===== src/rtl/reg_trace_dump_pkg.sv =====
// Shared definitions for the register trace dumper: FSM states, the dump
// length and the register numbers that make up the dump sequence.
package reg_trace_dump_pkg;

  typedef enum logic [1:0] {
    ST_IDLE = 2'd0,
    ST_READ = 2'd1,
    ST_SEND = 2'd2,
    ST_FIN  = 2'd3
  } state_t;

  localparam int REG_IDX_W   = 5;
  localparam int IDX_W       = 4;
  localparam int ENTRY_COUNT = 12;
  localparam int NUM_S_REGS  = 8;

  localparam logic [IDX_W-1:0]     LAST_IDX = IDX_W'(ENTRY_COUNT - 1);
  localparam logic [REG_IDX_W-1:0] REG_S0   = 5'd16;
  localparam logic [REG_IDX_W-1:0] REG_T0   = 5'd8;

  // $s0..$s7 first, then $t0..$t3; positions past the end map to $zero.
  function automatic logic [REG_IDX_W-1:0] seq_entry(input int pos);
    if (pos < NUM_S_REGS)
      return REG_S0 + REG_IDX_W'(pos);
    else if (pos < ENTRY_COUNT)
      return REG_T0 + REG_IDX_W'(pos - NUM_S_REGS);
    else
      return '0;
  endfunction

endpackage


===== src/rtl/reg_trace_dump_if.sv =====
// Register-file read port plus the trace-record stream of the dumper.
interface reg_trace_dump_if #(
  parameter int DATA_W = 32,
  parameter int CNT_W  = 32
);
  logic [4:0]        rd_addr;
  logic [DATA_W-1:0] rd_data;
  logic              out_valid;
  logic              out_ready;
  logic [4:0]        out_addr;
  logic [DATA_W-1:0] out_data;
  logic [CNT_W-1:0]  out_cycle;

  modport master (
    output rd_addr,
    input  rd_data,
    output out_valid,
    input  out_ready,
    output out_addr,
    output out_data,
    output out_cycle
  );

  modport slave (
    input  rd_addr,
    output rd_data,
    input  out_valid,
    output out_ready,
    input  out_addr,
    input  out_data,
    input  out_cycle
  );
endinterface


===== src/rtl/reg_trace_dump_seq_rom.sv =====
// Combinational lookup from dump position to register number.
module trace_seq_rom
  import reg_trace_dump_pkg::*;
(
  input  logic [IDX_W-1:0]     idx,
  output logic [REG_IDX_W-1:0] reg_num
);

  logic [REG_IDX_W-1:0] seq_table [1 << IDX_W];

  for (genvar gi = 0; gi < (1 << IDX_W); gi++) begin : g_table
    assign seq_table[gi] = seq_entry(gi);
  end

  assign reg_num = seq_table[idx];

endmodule


===== src/rtl/reg_trace_dump.sv =====
// Dumps a fixed set of registers as stamped trace records over a
// valid/ready stream, reading through a dedicated register-file port.
module reg_trace_dump
  import reg_trace_dump_pkg::*;
#(
  parameter int DATA_W = 32,
  parameter int CNT_W  = 32
) (
  input  logic              clk,
  input  logic              reset,
  input  logic              start,
  reg_trace_dump_if.master  bus,
  output logic              busy,
  output logic              done
);

  state_t                state_reg, state_next;
  logic [CNT_W-1:0]      cnt_reg;
  logic [CNT_W-1:0]      stamp_reg;
  logic [IDX_W-1:0]      idx_reg;
  logic [REG_IDX_W-1:0]  addr_reg;
  logic [DATA_W-1:0]     data_reg;
  logic [REG_IDX_W-1:0]  seq_addr;
  logic                  accept;

  trace_seq_rom u_seq_rom (
    .idx     (idx_reg),
    .reg_num (seq_addr)
  );

  assign accept = (state_reg == ST_SEND) && bus.out_ready;

  always_ff @(posedge clk or posedge reset) begin
    if (reset)
      state_reg <= ST_IDLE;
    else
      state_reg <= state_next;
  end

  always_comb begin
    state_next = state_reg;
    case (state_reg)
      ST_IDLE: if (start) state_next = ST_READ;
      ST_READ: state_next = ST_SEND;
      ST_SEND: if (accept) state_next = (idx_reg == LAST_IDX) ? ST_FIN : ST_READ;
      ST_FIN:  state_next = ST_IDLE;
      default: state_next = ST_IDLE;
    endcase
  end

  always_comb begin
    bus.rd_addr   = '0;
    bus.out_valid = 1'b0;
    busy          = 1'b0;
    done          = 1'b0;
    case (state_reg)
      ST_READ: begin
        bus.rd_addr = seq_addr;
        busy        = 1'b1;
      end
      ST_SEND: begin
        bus.out_valid = 1'b1;
        busy          = 1'b1;
      end
      ST_FIN:  done = 1'b1;
      default: ;
    endcase
  end

  // Counter free-runs; the snapshot stamp is the counter value in the
  // cycle where start is sampled, shared by every record of the dump.
  always_ff @(posedge clk or posedge reset) begin
    if (reset) begin
      cnt_reg   <= '0;
      stamp_reg <= '0;
      idx_reg   <= '0;
      addr_reg  <= '0;
      data_reg  <= '0;
    end else begin
      cnt_reg <= cnt_reg + CNT_W'(1);
      case (state_reg)
        ST_IDLE: begin
          if (start) begin
            stamp_reg <= cnt_reg;
            idx_reg   <= '0;
          end
        end
        ST_READ: begin
          addr_reg <= seq_addr;
          data_reg <= bus.rd_data;
        end
        ST_SEND: begin
          if (accept && (idx_reg != LAST_IDX))
            idx_reg <= idx_reg + IDX_W'(1);
        end
        default: ;
      endcase
    end
  end

  assign bus.out_addr  = addr_reg;
  assign bus.out_data  = data_reg;
  assign bus.out_cycle = stamp_reg;

endmodule


===== src/flat_wrapper.sv =====
// flat-port wrapper written by rule: the top's interface ports become plain ports
module reg_trace_dump_flat import reg_trace_dump_pkg::*;
#(
  parameter int DATA_W = 32,
  parameter int CNT_W  = 32
)
  (clk, reset, start, busy, done, bus_rd_addr, bus_rd_data, bus_out_valid, bus_out_ready, bus_out_addr, bus_out_data, bus_out_cycle);
  reg_trace_dump_if #(.DATA_W(DATA_W), .CNT_W(CNT_W)) bus_i ();
  input  logic clk;
  input  logic reset;
  input  logic start;
  output logic busy;
  output logic done;
  output wire logic [$bits(bus_i.rd_addr)-1:0] bus_rd_addr;
  input wire logic [$bits(bus_i.rd_data)-1:0] bus_rd_data;
  output wire logic [$bits(bus_i.out_valid)-1:0] bus_out_valid;
  input wire logic [$bits(bus_i.out_ready)-1:0] bus_out_ready;
  output wire logic [$bits(bus_i.out_addr)-1:0] bus_out_addr;
  output wire logic [$bits(bus_i.out_data)-1:0] bus_out_data;
  output wire logic [$bits(bus_i.out_cycle)-1:0] bus_out_cycle;
  assign bus_rd_addr = bus_i.rd_addr;
  assign bus_i.rd_data = bus_rd_data;
  assign bus_out_valid = bus_i.out_valid;
  assign bus_i.out_ready = bus_out_ready;
  assign bus_out_addr = bus_i.out_addr;
  assign bus_out_data = bus_i.out_data;
  assign bus_out_cycle = bus_i.out_cycle;
  reg_trace_dump #(.DATA_W(DATA_W), .CNT_W(CNT_W)) u_core (.clk(clk), .reset(reset), .start(start), .bus(bus_i), .busy(busy), .done(done));
endmodule

===== config.mk =====
export PLATFORM = sky130hd
export DESIGN_NAME = reg_trace_dump_flat
export DESIGN_NICKNAME = d
export VERILOG_FILES = /design/src/rtl/reg_trace_dump_pkg.sv /design/src/rtl/reg_trace_dump_if.sv /design/src/rtl/reg_trace_dump_seq_rom.sv /design/src/rtl/reg_trace_dump.sv /design/src/flat_wrapper.sv
export SDC_FILE = /design/constraint.sdc
export NUM_CORES = 1
export LEC_CHECK = 0
export CORE_UTILIZATION = 53
export DETAILED_ROUTE_END_ITERATION = 10
export MAX_ROUTING_LAYER = met4
export PLACE_DENSITY = 0.85
export SETUP_SLACK_MARGIN = 0.1
export SYNTH_ARGS = -nofsm -noshare
export SYNTH_HDL_FRONTEND = slang
export SYNTH_HIERARCHICAL = 1
export SYNTH_SLANG_ARGS = --single-unit

===== constraint.sdc =====
create_clock -name clk -period 7.8 [get_ports clk]
set_clock_uncertainty 0.1 [all_clocks]
set_input_delay 1.17 -clock clk [delete_from_list [all_inputs] [get_ports clk]]
set_output_delay 1.17 -clock clk [all_outputs]
set_load 0.05 [all_outputs]

==> Yosys cells after proc, flatten, opt, wreduce, memory -nomap -nowiden <==
Memories as Yosys holds them, arrays and structs flattened.
Cells that the tools add are included.
{ "word_totals": {"output_inout_bits": 77, "mem_bits_ro": 80, "mem_count": 1, "elab_cells": 40, "register_bits": 107} }
{ "mem_list": {"columns": ["name", "words", "width", "rd", "rd_clocked_by_memory_dff", "wr", "line", "rtl"], "rows": [
  ["(no name shown)", 16, 5, 1, 0, 0, "reg_trace_dump_seq_rom.sv:15", "assign reg_num = seq_table[idx];"]
]} }
{ "op_classes": {"eq_ne": 8, "addsub": 2, "n_reduce_logical": 8, "muxes": 13, "n_lt_le_gt_ge": 1, "bitwise": 1} }
{ "op_table": {"columns": ["cell", "count"], "rows": [
  ["$add A32 B1 Y32 const B", 1],
  ["$mux W5", 3],
  ["$mux W4", 2],
  ["$pmux W2 S4", 1],
  ["$pmux W4 S2", 1],
  ["$mux W2", 3],
  ["$ge A5 B5 Y1 const B", 1],
  ["$not A4 Y5", 1],
  ["$add A4 B1 Y4 const B", 1],
  ["$eq A2 B2 Y1 const B", 2],
  ["$eq A4 B4 Y1 const B", 1],
  ["$ne A2 B2 Y1 const B", 2],
  ["$ne A4 B4 Y1 const B", 1],
  ["$reduce_and A2 Y1", 2],
  ["$mux W1", 3],
  ["$reduce_and A3 Y1", 1],
  ["$eq A2 B1 Y1 const B", 1],
  ["$logic_and A1 B1 Y1", 2],
  ["$logic_not A2 Y1", 1],
  ["$ne A2 B1 Y1 const B", 1],
  ["$reduce_bool A2 Y1", 1],
  ["$reduce_or A2 Y1", 1]
]} }

==> Logic depth before layout (Yosys ltp) <==
Gate-level depths: netlist of the first run.
{ "depth": {"depth_word": 5, "ltp_mapped": 7} }

==> Hierarchy <==
The synthesis of the first run kept the hierarchy.
{ "modules_own_cells": {"columns": ["mod", "n_inst", "cells_each", "area_each_um2"], "rows": [
  ["reg_trace_dump", 1, 320, 4436.8],
  ["trace_seq_rom", 1, 5, 33.8]
]} }

==> Least setup slack after synthesis of the first run <==
Ideal clock, no wire load.
{ "synth_timing": {"path_kind": "flip-flop to output port", "startpoint": "reg u_core.state_reg[1]", "endpoint": "out bus_rd_addr[0]", "arrival_time_ns": 1.567, "path_slack_ns": 4.963, "required_time_ns": 6.530, "stages_incl_launch_ff": 6, "cell_sequence": "dfrtp_1 -> inv_1 -> ha_1 -> clkbuf_1 -> clkbuf_1 -> and2_1"} }
{ "synth_via": {"elab_chain_len": 2} }
{ "synth_lines": {"columns": ["element", "line", "rtl"], "rows": [
  ["start: declaration", "reg_trace_dump.sv:17", "state_t state_reg, state_next;"],
  ["start signal: assignment", "reg_trace_dump.sv:37", "state_reg <= state_next;"],
  ["$eq A2 B1 Y1", "reg_trace_dump.sv:56", "case (state_reg)"],
  ["$mux W5", "reg_trace_dump.sv:56", null],
  ["end: declaration", "flat_wrapper.sv:14", "output wire logic [$bits(bus_i.rd_addr)-1:0] bus_rd_addr;"]
]} }
Every way passes these cells.

==> Worst setup path after layout of the first run <==
Ends and elaborated chain as after synthesis.

==> results.txt, run 1 <==
Cells after Synth = 325
Seq/Total Area, Yosys = 59.9%
GR peak layer = met2
core area = 8180 um^2
vias = 2880
CTS tree = built
vias in the first global route = 2873
final wirelength = 8460 um
post-place setup slack = 4.40 ns
Overflow after GRT = 0
CTS H-tree lvls = 3
fraction of layout cells with a size suffix above 1 = 22.2%
routed vias/inst = 5.24
I/O Buffers = 112
RSZ-0062 raised after global routing = false
crit path capture type = primary output
Distinct cells, synth = 34
initial antenna violation count = 0
placed inst area = 5700 um^2
fin worst setup slack = 4.00 ns
TNS Setup = 0 ns
Root Driver = clkbuf_8
global-route usage over all layers = 20.9%
Nets = 483
Resized Gates After CTS = 0
Yosys reg bits = 107
clk buf depth = 2
Peak VDD IR = 143 uV
Layout fillers = 544
placed wire-length estimate = 6020 um
CP Class = flop to primary output
largest net degree at the start of global routing = 72
RePlAce Congestion = 0.760
grt met1 use = 27.0%
final std cells w/o fill = 550
P_leak = 0.00264 uW
area of the die = 8810 um^2
Post-Syn Nets = 368
Max Freq = 263 MHz
Synth Cell Area = 4470 um^2
Worst-path clk slew = 0.10 ns
Layout Cell Area excl Fill = 5880 um^2
Multi-input gate area = 1700 um^2
placed cell count = 534
Ys Warns = 6
area delta synth->final = 31.5%
Post-route DRC = 0
Tmin final = 3.80 ns
syn avg cell area = 13.8 um^2
DR pass1 iterations = 4
row count = 33
grt met3 use = 3.56%
critical path arrival = 2.53 ns
worst rel slew slack = 41.1%
Detail Route Antenna Nets = 0
Hold Fails Final Rpt = 0
startpoint types = flop
Reg area = 2680 um^2
Antenna Cells = 0
post-route clock period utilization = 48.7%
clk sink count = 107
Worst-Margin Slew = 0.884 ns
height of the die = 93.8 um
die span in x = 93.8 um
Hold Crit Class = flop to flop
# IOs = 113
Critical Path RT = 6.53 ns
CP Max Fanout = 42
Clk Latency, worst-skew pair = 0.37 ns
MaxCap Viol Count = 0
Max Slew Vio Count = 0
Wirelength per Cell = 15.4 um
hold_buf cts = 0
initial core utilization = 54.7%
routing usage on met2 = 33.3%
CTS buffer count = 9
post-CTS setup buffers = 0
# setup viols final = 0
outcome = complete, no violations
Hold Slack = 0.384 ns
first-pass GRT wire length = 13800 um
DR iter-0 viols = 82
PD cells = 350 nW/um^2
[kinds of logic (layout without fill, tap and decap cells)]
group                    Yosys count  count (layout)  synth area share [%]
AO/OA/AOI/OAI                     16              16                  2.32
buffers and inverters             23             143                  2.18
adder cells (fa/ha/maj)            7               7                  1.96
flip-flops                       107             107                  59.9
AND/OR/NAND/NOR                   78              78                  11.7
multiplexers                      63              63                  15.8
XOR/XNOR                          31              31                  6.07
[Yosys cell counts (all sizes together)]
library cell,count,share of area (%)
nor4,3,0.56
nand3,11,1.2
nor2b,5,0.70
and3b,1,0.20
ha,7,2.0
xnor2,18,3.5
a32o,1,0.22
clkbuf,7,0.59
mux2i,1,0.22
xor2,13,2.5
a21o,2,0.34
nand4,8,1.9
o32a,1,0.22
and3,3,0.42
and4b,1,0.22
nor2,4,0.34
a22o,1,0.20
inv,12,1.0
nand2,16,1.3
buf,4,0.59
and2,5,0.70
dfrtp,107,60
and2b,1,0.20
and4,5,1.1
a21boi,2,0.34
mux2,62,16
nor3,15,2.8
o21ai,9,1.0
[layout make-up]
cell class | count | share of cell area (%)
clock inverters | 7 | 1.00
well taps | 105 | 2.23
multi-input cells | 195 | 28.8
inverters | 12 | 0.809
flip-flops and latches | 107 | 45.6
clock buffers | 9 | 2.11
repair buffers | 115 | 19.5
[routing by layer]
layer  wire length [um]  vias to the layer above
met2               3940                      103
met4                109                        0
met3                561                       11
met5                  0                        -
met1               3850                     1413
li1                   -                     1353
[where the power goes]
group | total, uW | switching, uW | leakage, uW | internal, uW
logic | 1010 | 625 | 0.00117 | 380
registers | 734 | 63.6 | 0.00138 | 670
clock network | 317 | 195 | 0.0000925 | 122
[worst max-delay path, stage by stage (launching register included)]
cell and delay (ns):
dfrtp_1 0.42, inv_1 0.15, ha_1 0.17, buf_4 0.42, and2_1 0.21, clkdlybuf4s50_1 0.80
[layout by cell type, fill, tap and decap left out, drive strengths merged]
cell type,n
mux2i,1
and2,5
and2b,1
and3b,1
mux2,62
clkinv,2
and4,5
and4b,1
a21o,2
inv,16
clkdlybuf4s50,112
xnor2,18
ha,7
nor3,15
and3,3
o21ai,9
dfrtp,107
clkbuf,9
nor4,3
nand4,8
nor2,4
nand2,16
nor2b,5
o32a,1
clkinvlp,1
a32o,1
a22o,1
nand3,11
xor2,13
a21boi,2
buf,3
[worst paths after layout]
check	from	end	slack (ns)	cells past startpoint
worst max-delay path	u_core/state_reg[1]	bus_rd_addr[0]	4.00	5
worst min-delay path	u_core/cnt_reg[31]	u_core/cnt_reg[31]	0.38	1
worst max register to register	u_core/state_reg[0]	u_core/idx_reg[2]	5.72	6
worst min register to register	u_core/cnt_reg[31]	u_core/cnt_reg[31]	0.38	1
max in group asynchronous	reset	u_core/bus.out_cycle[22]	5.29	3
min in group asynchronous	reset	u_core/bus.out_data[12]	1.06	2
[metrics by stage]
stage / util, % / power (uW)
3_5_place_dp: 69.7 / 1760
3_3_place_gp: 69.7 / 1740
4_1_cts: 71.9 / 2070
5_1_grt: 71.9 / 2150
6_report: 71.9 / 2060
2_1_floorplan: - / 1440
Power figures use the tool's default switching activity.
==> run 2, diff against run 1 <==
- CORE_UTILIZATION: 53 -> 49
- PLACE_DENSITY: 0.85 -> 0.8
- clock period: 7.8 -> 3.7 ns (I/O delays scaled with it)
==> results.txt, run 2 (synthesis gave the netlist of run 1 again) <==
outcome = complete, no violations
clk sink count = 107
DR iter-0 viols = 66
Resized Gates After CTS = 0
R2R depth = 4
Worst path max stage delay = 0.88 ns
first-pass GRT wire length = 14500 um
worst rel slew slack = 63.3%
Max Slew Vio Count = 0
CP Capture Point = bus_out_valid
post-CTS setup buffers = 0
worst reg-to-reg setup slack = 1.60 ns
vias = 2895
placed wire-length estimate = 6040 um
area of the die = 9510 um^2
Detail Route Antenna Nets = 0
hold_buf cts = 0
Antenna Cells = 0
row count = 34
initial core utilization = 51.0%
DR pass1 iterations = 4
initial antenna violation count = 0
area delta synth->final = 32.0%
final wirelength = 8560 um
PD cells = 744 nW/um^2
CTS buffer count = 9
largest net degree at the start of global routing = 70
Critical-path top delay cell = clkdlybuf4s50_1
reg2reg start = u_core/state_reg[1]
fraction of layout cells with a size suffix above 1 = 23.0%
CP Class = flop to primary output
global-route usage over all layers = 19.7%
Root Driver = clkbuf_8
startpoint types = flop
Wirelength per Cell = 15.5 um
CTS tree = built
# setup viols final = 0
Tmin final = 2.79 ns
Hold Slack = 0.377 ns
RePlAce Congestion = 0.759
Clk Latency, worst-skew pair = 0.36 ns
vias in the first global route = 2961
Layout fillers = 677
Hold Fails Final Rpt = 0
RR Endpoint = u_core/bus.out_data[7]
I/O Buffers = 112
Post-route DRC = 0
crit path capture type = primary output
Overflow after GRT = 0
post-route clock period utilization = 75.4%
Worst-path clk slew = 0.09 ns
CP Max Fanout = 9
height of the die = 97.5 um
clk buf depth = 2
Max Freq = 358 MHz
Nets = 483
most frequent cells in the layout = clkdlybuf4s50_1, dfrtp_1, mux2_2, xnor2_1, nand2_1
routed vias/inst = 5.24
P_leak = 0.00267 uW
CTS H-tree lvls = 3
die span in x = 97.5 um
Hold Crit Class = flop to flop
Peak VDD IR = 289 uV
crit path from = u_core/state_reg[0]
TNS Setup = 0 ns
critical path arrival = 2.14 ns
RSZ-0062 raised after global routing = false
Critical Path RT = 3.04 ns
# IOs = 113
critical-path cell list = inv_1 > ha_1 > clkdlybuf4s50_1
core area = 8760 um^2
Worst-Margin Slew = 0.549 ns
MaxCap Viol Count = 0
[run 2: cell types whose count changed in the layout (fill, tap and decap cells not counted), sizes merged]
cell	before	now
clkbuf	9	12
buf	3	8
clkinvlp	1	0
inv	16	12
clkdlybuf4s50	112	107
bufinv	0	1
[run 2: area by class of cell]
cell class,instances,area [um^2],share of cell area [%]
clock buffers,12,155,2.63
clock inverters,3,47.5,0.806
inverters,12,47.5,0.806
multi-input cells,195,1700,28.7
flip-flops and latches,107,2680,45.4
well taps,108,135,2.29
repair buffers,115,1140,19.4
[run 2: layer usage]
layer | up-vias | global-route usage (%) | share of wire [%]
li1 | 1348 | - | -
met1 | 1453 | 25.8 | 46
met5 | - | - | 0
met4 | 0 | 6.45 | 0.94
met3 | 7 | 3.88 | 4.6
met2 | 87 | 31.0 | 49
[run 2: per-stage QoR]
step / area [um^2] / std cells / util, % / total power, uW / worst slack [ns]
floorplan: 4470 / 325 / - / 3040 / 0.228
global placement: 5700 / 537 / 65.0 / 3670 / 1.33
detailed placement: 5700 / 537 / 65.0 / 3710 / 1.28
CTS: 5900 / 552 / 67.3 / 4440 / 0.875
global route: 5900 / 552 / 67.3 / 4590 / 0.813
finish: 5900 / 552 / 67.3 / 4390 / 0.909
[run 2: worst min-delay path by stage]
stage	cells past startpoint	end	slack (ns)	start
finish	1	u_core/cnt_reg[31]	0.38	u_core/cnt_reg[31]
global route	2	u_core/bus.out_cycle[30]	0.41	u_core/bus.out_cycle[30]
CTS	1	u_core/cnt_reg[31]	0.38	u_core/cnt_reg[31]
detailed placement	2	u_core/bus.out_cycle[30]	0.37	u_core/bus.out_cycle[30]
global placement	1	u_core/cnt_reg[31]	0.36	u_core/cnt_reg[31]
floorplan	1	u_core/cnt_reg[31]	0.34	u_core/cnt_reg[31]
[run 2: critical path, delay by kind of cell, from the launching register on]
family     cells  cell delay, ns
buf+inv        2            1.00
flops          1            0.43
fa+ha+maj      1            0.35
[run 2: power breakdown]
part,switching [uW],leakage (uW),internal (uW)
registers,136,0.00138,1410
logic,1320,0.00118,803
clock network,368,0.000103,349
total,1820,0.00267,2570
==> run 3, diff against run 2 <==
- clock period: 3.7 -> 2.9 ns (I/O delays scaled with it)
==> results.txt, run 3 (synthesis gave the netlist of run 1 again) <==
outcome = complete, no violations
post-place setup slack = 0.598 ns
clk buf depth = 2
clk sink count = 107
top sig layer = met4
Wirelength per Cell = 15.2 um
area of the die = 9510 um^2
Clk Latency, worst-skew pair = 0.36 ns
reg2reg start = u_core/state_reg[0]
Hold Fails Final Rpt = 0
Nets = 484
startpoint types = flop
placed cell count = 538
# IOs = 113
core area = 8760 um^2
initial antenna violation count = 0
combinational share of power = 49.2%
M1 WL = 3990 um
Resized Gates After CTS = 0
CP Max Fanout = 9
# setup viols final = 0
Max Freq = 371 MHz
Overflow after GRT = 0
Critical Path RT = 2.37 ns
Tmin final = 2.69 ns
height of the die = 97.5 um
Worst-path clk slew = 0.10 ns
row count = 34
DR iter-0 viols = 89
hold_sp = u_core/cnt_reg[31]
Routed met3 length = 483 um
RSZ-0062 raised after global routing = false
DR pass1 iterations = 4
I/O Buffers = 112
critical-path cell list = inv_1 > ha_1 > clkdlybuf4s50_1
Net Sw Frac = 42.4%
Clock power frac = 15.3%
die span in x = 97.5 um
first-pass GRT wire length = 14300 um
RePlAce Congestion = 0.768
Layout fillers = 647
hold_buf cts = 0
Worst-Margin Slew = 0.667 ns
MaxCap Viol Count = 0
global-route usage over all layers = 19.2%
largest net degree at the start of global routing = 47
fin worst setup slack = 0.207 ns
worst reg-to-reg setup slack = 0.81 ns
Seq pwr share = 35.5%
critical path arrival = 2.16 ns
RR Endpoint = u_core/idx_reg[2]
post-CTS setup buffers = 0
WHS Endpoint = u_core/cnt_reg[31]
Critical-path top delay cell = clkdlybuf4s50_1
initial core utilization = 51.0%
post-route clock period utilization = 92.9%
final std cells w/o fill = 554
CTS buffer count = 9
Post-route DRC = 0
Hold Crit Class = flop to flop
crit path capture type = primary output
TNS Setup = 0 ns
switching power = 2360 uW
WL met2 = 3840 um
CTS H-tree lvls = 3
placed wire-length estimate = 5940 um
Antenna Cells = 0
CP Class = flop to primary output
R2R depth = 6
CTS tree = built
Peak VDD IR = 411 uV
Min-Delay Path Depth = 1
worst rel slew slack = 55.5%
Worst path max stage delay = 0.88 ns
Detail Route Antenna Nets = 0
vias = 2891
PD cells = 939 nW/um^2
Root Driver = clkbuf_8
P_leak = 0.00267 uW
final wirelength = 8440 um
Max Slew Vio Count = 0
area delta synth->final = 32.4%
routed vias/inst = 5.22
most frequent cells in the layout = clkdlybuf4s50_1, dfrtp_1, mux2_2, xnor2_1, nand2_1
internal power = 3200 uW
fraction of layout cells with a size suffix above 1 = 23.5%
vias in the first global route = 2915
-- run 3: final cells by class --
type | count | area, um^2 | area share, %
clock buffers | 10 | 138 | 2.33
inverters | 12 | 48.8 | 0.825
repair buffers | 116 | 1180 | 19.9
flip-flops and latches | 107 | 2680 | 45.2
multi-input cells | 195 | 1700 | 28.6
clock inverters | 6 | 47.5 | 0.803
well taps | 108 | 135 | 2.28
-- run 3: worst max path at each step --
stage                        start           endpoint  slack, ns
2_1_floorplan  u_core/state_reg[0]  u_core/idx_reg[2]       0.78
3_3_place_gp   u_core/state_reg[0]      bus_out_valid       0.65
3_5_place_dp   u_core/state_reg[0]      bus_out_valid       0.60
4_1_cts        u_core/state_reg[0]      bus_out_valid       0.19
5_1_grt        u_core/state_reg[0]      bus_out_valid       0.11
6_report       u_core/state_reg[0]      bus_out_valid       0.21
-- run 3: critical path: cells and delay by family (launching register included) --
kind | cells | cell delay [ns]
adders and majority gates | 1 | 0.36
buffers and inverters | 2 | 1.01
DFF | 1 | 0.44
-- run 3: routing by layer --
metal	track usage, %	up-vias
met5	-	-
met4	6.90	0
met3	3.96	12
met2	29.2	94
met1	25.8	1431
li1	-	1354
-- run 3: power by group through the flow --
| stage | logic (uW) | clock network, uW | registers, uW |
|---|---|---|---|
| 2_1_floorplan | 901 | 0 | 2980 |
| 3_3_place_gp | 2710 | 0 | 1990 |
| 3_5_place_dp | 2750 | 0 | 2010 |
| 4_1_cts | 2760 | 887 | 1980 |
| 5_1_grt | 2860 | 930 | 2030 |
| 6_report | 2730 | 852 | 1970 |
-- run 3: per-stage QoR --
step	hold slack [ns]	area [um^2]	power [uW]	util, %
floorplan	0.338	4470	3880	-
global placement	0.356	5730	4700	65.4
detailed placement	0.362	5730	4760	65.4
CTS	0.381	5920	5620	67.5
global route	0.407	5920	5810	67.5
finish	0.384	5920	5560	67.5
